<file path="src/rtl/instruction_ram_loader.sv">
// instruction_ram_loader: packs a boot byte stream into 32-bit words and
// writes them into instruction RAM at ascending addresses.
// Optional trailing XOR checksum byte: define LOADER_CHECKSUM_EN.
module instruction_ram_loader #(
    parameter int ADDRESS_WIDTH = 10,
    parameter int DEPTH         = 160
) (
    input  logic                     clock,
    input  logic                     reset,
    input  logic                     start,
    input  logic                     byte_valid,
    input  logic [7:0]               byte_data,
    output logic                     byte_ready,
    output logic                     write_enable,
    output logic [ADDRESS_WIDTH-1:0] write_address,
    output logic [31:0]              write_data,
    output logic                     busy,
    output logic                     load_done,
    output logic                     load_error
);

`ifdef LOADER_CHECKSUM_EN
    typedef enum logic [2:0] {
        S_IDLE,
        S_COUNT_HI,
        S_COUNT_LO,
        S_COLLECT,
        S_WRITE,
        S_CHECK,
        S_DONE,
        S_ERROR
    } state_t;
`else
    typedef enum logic [2:0] {
        S_IDLE,
        S_COUNT_HI,
        S_COUNT_LO,
        S_COLLECT,
        S_WRITE,
        S_DONE,
        S_ERROR
    } state_t;
`endif

    state_t                   r_state;
    state_t                   w_next;

    logic [15:0]              r_count;
    logic [ADDRESS_WIDTH:0]   r_word_idx;
    logic [1:0]               r_byte_idx;
    logic [23:0]              r_word;
    logic [ADDRESS_WIDTH-1:0] r_wr_addr;
    logic [31:0]              r_wr_data;
`ifdef LOADER_CHECKSUM_EN
    logic [7:0]               r_xor;
`endif

    logic                     w_fire;
    logic                     w_start_ok;
    logic [15:0]              w_count_full;
    logic                     w_n_zero;
    logic                     w_n_over;
    logic [ADDRESS_WIDTH:0]   w_idx_next;
    logic                     w_last;

    assign w_fire       = byte_valid && byte_ready;
    assign w_start_ok   = start && ((r_state == S_IDLE) ||
                                    (r_state == S_DONE) ||
                                    (r_state == S_ERROR));
    assign w_count_full = {r_count[15:8], byte_data};
    assign w_n_zero     = (w_count_full == 16'd0);
    assign w_n_over     = ({16'd0, w_count_full} > 32'(DEPTH));
    assign w_idx_next   = r_word_idx + {{ADDRESS_WIDTH{1'b0}}, 1'b1};
    assign w_last       = (32'(w_idx_next) == {16'd0, r_count});

    assign write_address = r_wr_addr;
    assign write_data    = r_wr_data;

    // State register
    always_ff @(posedge clock or posedge reset) begin
        if (reset) begin
            r_state <= S_IDLE;
        end else begin
            r_state <= w_next;
        end
    end

    // Next-state and state-decoded outputs
    always_comb begin
        w_next       = r_state;
        byte_ready   = 1'b0;
        write_enable = 1'b0;
        busy         = 1'b0;
        load_done    = 1'b0;
        load_error   = 1'b0;
        unique case (r_state)
            S_IDLE: begin
                if (start) begin
                    w_next = S_COUNT_HI;
                end
            end
            S_COUNT_HI: begin
                byte_ready = 1'b1;
                busy       = 1'b1;
                if (byte_valid) begin
                    w_next = S_COUNT_LO;
                end
            end
            S_COUNT_LO: begin
                byte_ready = 1'b1;
                busy       = 1'b1;
                if (byte_valid) begin
                    if (w_n_zero) begin
                        w_next = S_DONE;
                    end else if (w_n_over) begin
                        w_next = S_ERROR;
                    end else begin
                        w_next = S_COLLECT;
                    end
                end
            end
            S_COLLECT: begin
                byte_ready = 1'b1;
                busy       = 1'b1;
                if (byte_valid && (r_byte_idx == 2'd3)) begin
                    w_next = S_WRITE;
                end
            end
            S_WRITE: begin
                write_enable = 1'b1;
                busy         = 1'b1;
`ifdef LOADER_CHECKSUM_EN
                w_next = w_last ? S_CHECK : S_COLLECT;
`else
                w_next = w_last ? S_DONE : S_COLLECT;
`endif
            end
`ifdef LOADER_CHECKSUM_EN
            S_CHECK: begin
                byte_ready = 1'b1;
                busy       = 1'b1;
                if (byte_valid) begin
                    w_next = (byte_data == r_xor) ? S_DONE : S_ERROR;
                end
            end
`endif
            S_DONE: begin
                load_done = 1'b1;
                if (start) begin
                    w_next = S_COUNT_HI;
                end
            end
            S_ERROR: begin
                load_error = 1'b1;
                if (start) begin
                    w_next = S_COUNT_HI;
                end
            end
            default: begin
                w_next = S_IDLE;
            end
        endcase
    end

    // Count capture, word assembly and write-port registers
    always_ff @(posedge clock or posedge reset) begin
        if (reset) begin
            r_count    <= 16'd0;
            r_word_idx <= '0;
            r_byte_idx <= 2'd0;
            r_word     <= 24'd0;
            r_wr_addr  <= '0;
            r_wr_data  <= 32'd0;
`ifdef LOADER_CHECKSUM_EN
            r_xor      <= 8'd0;
`endif
        end else begin
            if (w_start_ok) begin
                r_count    <= 16'd0;
                r_word_idx <= '0;
                r_byte_idx <= 2'd0;
`ifdef LOADER_CHECKSUM_EN
                r_xor      <= 8'd0;
`endif
            end
            if (w_fire) begin
                case (r_state)
                    S_COUNT_HI: begin
                        r_count[15:8] <= byte_data;
                    end
                    S_COUNT_LO: begin
                        r_count[7:0] <= byte_data;
                        r_word_idx   <= '0;
                        r_byte_idx   <= 2'd0;
                    end
                    S_COLLECT: begin
                        r_word     <= {r_word[15:0], byte_data};
                        r_byte_idx <= r_byte_idx + 2'd1;
`ifdef LOADER_CHECKSUM_EN
                        r_xor      <= r_xor ^ byte_data;
`endif
                        if (r_byte_idx == 2'd3) begin
                            r_wr_data <= {r_word, byte_data};
                            r_wr_addr <= r_word_idx[ADDRESS_WIDTH-1:0];
                        end
                    end
                    default: begin
                    end
                endcase
            end
            if (r_state == S_WRITE) begin
                r_word_idx <= w_idx_next;
            end
        end
    end

endmodule
</file>
<file path="config.mk">
export PLATFORM = sky130hd
export DESIGN_NAME = instruction_ram_loader
export DESIGN_NICKNAME = d
export VERILOG_FILES = /design/src/rtl/instruction_ram_loader.sv
export SDC_FILE = /design/constraint.sdc
export NUM_CORES = 1
export LEC_CHECK = 0
export CAP_MARGIN = 20
export CELL_PAD_IN_SITES_DETAIL_PLACEMENT = 1
export CELL_PAD_IN_SITES_GLOBAL_PLACEMENT = 1
export CORE_ASPECT_RATIO = 2
export CORE_MARGIN = 2
export CORE_UTILIZATION = 40
export CTS_BUF_LIST = sky130_fd_sc_hd__clkbuf_8
export DETAILED_ROUTE_END_ITERATION = 6
export GPL_TIMING_DRIVEN = 0
export PLACE_DENSITY_LB_ADDON = 0.25
export SYNTH_ARGS = -nofsm -noshare
export SYNTH_HDL_FRONTEND = slang
export SYNTH_SLANG_ARGS = --single-unit
</file>
<file path="constraint.sdc">
create_clock -name clock -period 3.9 [get_ports clock]
set_input_delay 1.17 -clock clock [delete_from_list [all_inputs] [get_ports clock]]
set_output_delay 1.17 -clock clock [all_outputs]
set_load 0.005 [all_outputs]
</file>
==> metrics list <==
- In this run the core area contains 53 standard-cell rows.
- The first routing iteration left between 100 and 150 violations.
- GPL Wtd Cong: 0.846
* Top-level I/O count: 59
- Crit Path Max Fanout: 10
- Finished Core Util: 0.504
- The die is about 150 µm tall.
* Top cells by instance count after synthesis: sky130_fd_sc_hd__dfrtp_1, sky130_fd_sc_hd__nand2_1, sky130_fd_sc_hd__mux2_1
* Worst-skew pair later-pin latency: between 0.3 and 0.4 ns
- The worst register-to-register path has a depth of 7.
- Setup violations remaining at the end of the flow were counted as 0.
- Clk slew on worst S/H paths: around 0.1 ns
- Clock tree synthesis found a total of 98 sinks.
- Vias post-DR: roughly 3,300
* Endpoint type of the worst setup path: primary output
- Max-cap violations in this run came to 0.
* Power density over cell area: 571 nW/µm²
- The first detailed-routing pass ran for 5 iterations.
* Vias in the first global route: roughly 3,600
- Worst hold path startpoint: r_word[16]
- Top_reg_cell synth: sky130_fd_sc_hd__dfrtp_1
- In the final timing run, aggregate negative setup slack is 0 ns.
- Crit path buf inv count: 3
- The internal power of the cells totals ~0.0019 W.
* Filler cells: around 1,200
- Setup repair after global routing missed its margin: false
- Critical path class: reg2out
- Startpoint of the worst-slack reg-to-reg timing path: r_word_idx[0]
- Slew Viols, Final: 0
* Width of the chip: approximately 78 µm
- Largest vdd supply drop: around 240 µV
- Share of total power in sequential cells: 0.473
- Met1 track utilization from global routing: 0.199
- Net count reported at finish: between 400 and 500
- Run status: finished, final reports clean
* Transition time of the tightest slew-check pin: 0.894 ns
- Busiest layer in global routing: met2
* WP data required: roughly 2.7 ns
- Wires add up to between 10,000 and 15,000 µm.
- In this run, distinct cell masters in the synthesized netlist total 48.
- Area after detailed placement: around 5100 µm²
- Total number of yosys warnings: 0
- The critical path ends at write_enable.
* Most numerous cell in the Yosys netlist: sky130_fd_sc_hd__dfrtp_1
- Half-perimeter wire length after detailed placement: roughly 8500 µm
* Clk Tree Root Cell: sky130_fd_sc_hd__clkbuf_8
* Synth-to-Final Area Change: 22.7%
- After global routing the overflow that remains totals 0.
* Avg Cell Area, Syn: about 11 µm²
- Initial antenna violation count: 0
- DRC: 0
- The share of total power dissipated in the clock network is 0.216.
- TritonCTS Buffers: 9
* Worst reg2reg endpoint: r_state[1]
- In the synthesized netlist the async set-or-reset flop fraction comes to 1.00.
- The analysis attributes to cell leakage a power of about 2.5 nW.
- The worst register-to-register path has a setup slack of about 1.1 ns.
* Cells taking the most area after synthesis: sky130_fd_sc_hd__dfrtp_1, sky130_fd_sc_hd__mux2_1, sky130_fd_sc_hd__nand2_1
- In this design, the largest share of critical-path delay is due to buffers and inverters.
- Critical-path cell with the highest stage delay: sky130_fd_sc_hd__clkdlybuf4s50_1
* Switching portion of total power: 0.369
* Number of hold buffers added after cts: 0
- OpenSTA, run right after detailed placement, puts the worst setup slack at ~0.044 ns.
- Peak clock frequency supported by timing: approximately 0.28 GHz
* Worst relative slew slack: 0.396
* Number of storage elements in the synthesis netlist: 98
- Gates resized during post-CTS repair numbered 0.
- CTS HTree Levels: 3
- Wire length of the first global-routing pass: about 18,000 µm
* Final antenna diode count: 0
- Power, Total: ~0.0030 W
* Port bufs: just under 60
- Count of cell instances traversed by the critical path: 4
- In the finished design, the share of the clock period the worst path needs comes to 0.908.
* Synthesized cell area: between 4000 and 5000 µm²
* Worst setup path startpoint: r_state[2]
- The initial utilization of the core area, before any placement, comes to 0.411.
- Chain of cells forming the critical path: buf_1 -> nand2_1 -> inv_2 -> clkdlybuf4s50_1
- The number of setup buffers added after CTS is 0.
- TritonCTS clock tree: done
- Largest stage delay on the critical path: approximately 0.54 ns
- Final hold violation count: 0
- For this run, the register share of the synthesized area comes to 0.566.
* GR Layer Usage met2: 0.392
- After layout, the worst setup slack is 0.360 ns.
- In this run the deepest clock path goes through 2 buffers.
* Remaining antenna violation count after routing: 0
* Total net switching power: roughly 0.0011 W
* Maximum number of pins on one net before global-route repair: 75
* Per-cell routed wire length: 18.1 µm
- The finished cells cover roughly 5300 µm².
- Of the total power, combinational logic draws 0.311.
- In this run the worst hold path is classified as reg2reg.
- In the final layout, the share of cells above drive strength 1 is 0.0583.
- Final Critical Period: ~3.5 ns
- The die covers about 12,000 µm².
- STA classifies the critical path startpoint as a register.
- All-Layer GR Usage: 0.199
* Share of Yosys cell area claimed by the top area cell type: 0.566
- Post-DR vias/cell: ~5.4
- The cell count after synthesis came out at 405.
- At the worst endpoint, the arrival time is approximately 2.4 ns.
- sky130_fd_sc_hd__dfrtp_1 takes more of the synthesized area than any other cell.
* Post-synthesis net count: about 420
- For met3 alone, demand over resource in global routing was 0.0322.
- Worst setup skew after layout: between 0.015 and 0.02 ns
- Area of the core: approximately 11,000 µm²
- Number of enable-type register cells in the synthesized netlist: 0
[power groups by stage]
stage / Sequential [W] / Combinational (W) / Clock (W)
after floorplan: 0.00140 / 0.000654 / 0
after global routing: 0.00147 / 0.00105 / 0.000715
after CTS: 0.00144 / 0.000955 / 0.000676
after global placement: 0.00144 / 0.000905 / 0
after detailed placement: 0.00145 / 0.000948 / 0
final: 0.00144 / 0.000944 / 0.000657
[worst register-to-register path, cell delays in order (launching register included)]
cell	delay, ns
sky130_fd_sc_hd__dfrtp_1	0.48
sky130_fd_sc_hd__ha_1	0.30
sky130_fd_sc_hd__and2_1	0.25
sky130_fd_sc_hd__o21ai_1	0.23
sky130_fd_sc_hd__nand3_1	0.10
sky130_fd_sc_hd__or4b_1	0.50
sky130_fd_sc_hd__or4_1	0.54
sky130_fd_sc_hd__a211o_1	0.32
[worst min-delay path by stage]
stage	to	cells past startpoint
global route	write_data[5]	1
detailed placement	r_word[16]	2
CTS	r_word[16]	2
floorplan	r_word[16]	2
global placement	r_word[19]	2
finish	r_word[16]	2
[placed cells by master, fill, tap and decap left out, types with 3 or more instances in the layout]
cell                              synthesis  layout
sky130_fd_sc_hd__nor2_1                  20      20
sky130_fd_sc_hd__clkbuf_8                 0       9
sky130_fd_sc_hd__nor2b_1                  3       3
sky130_fd_sc_hd__a22o_1                  17      17
sky130_fd_sc_hd__inv_2                    3       3
sky130_fd_sc_hd__nand3_1                  8       8
sky130_fd_sc_hd__nand2_1                 94      94
sky130_fd_sc_hd__o21ai_0                  9       9
sky130_fd_sc_hd__nor3_1                   5       5
sky130_fd_sc_hd__clkdlybuf4s50_1          0      58
sky130_fd_sc_hd__and3_1                   3       3
sky130_fd_sc_hd__inv_1                    5       4
sky130_fd_sc_hd__nand4_1                  5       5
sky130_fd_sc_hd__a21oi_1                  6       6
sky130_fd_sc_hd__dfrtp_1                 98      98
sky130_fd_sc_hd__mux2_1                  40      40
sky130_fd_sc_hd__o21ai_1                 18      18
sky130_fd_sc_hd__xnor2_1                 11      11
sky130_fd_sc_hd__clkbuf_1                13      13
[metal layers]
metal / routed length [µm] / part of all wire
met1: 4080 / 0.37
met2: 6450 / 0.58
met3: 254 / 0.023
met4: 356 / 0.032
met5: 0 / 0
[sequential cells by signal (all words and copies together), names as in the netlist]
name and flops:
r_count 16, r_word_idx 11, write_data 32, r_byte_idx 2
r_state 3, write_address 10, r_word 24
[area by class of cell]
| cell class | instances | area (µm²) | share of cell area |
|---|---|---|---|
| plain buffers | 18 | 73.8 | 0.0139 |
| multi-input cells | 281 | 1780 | 0.334 |
| flip-flops and latches | 98 | 2450 | 0.461 |
| well taps | 137 | 171 | 0.0322 |
| clock buffers | 9 | 124 | 0.0233 |
| repair buffers | 59 | 608 | 0.114 |
| inverters | 8 | 32.5 | 0.00612 |
| clock inverters | 7 | 78.8 | 0.0148 |
[cells by family after synthesis]
| logic type | share of synthesized area |
|---|---|
| fa+ha+maj | 0.00578 |
| flops | 0.566 |
| xor+xnor | 0.0263 |
| compound gates | 0.117 |
| buf+inv | 0.0240 |
| mux | 0.109 |
| simple gates | 0.152 |
[per-stage QoR]
stage / std cells / hold WS [ns]
4_1_cts: 617 / 0.481
3_3_place_gp: 600 / 0.452
6_report: 617 / 0.475
3_5_place_dp: 601 / 0.455
5_1_grt: 617 / 0.515
2_1_floorplan: 405 / 0.439
No activity file was read; power rests on OpenSTA's default activity.
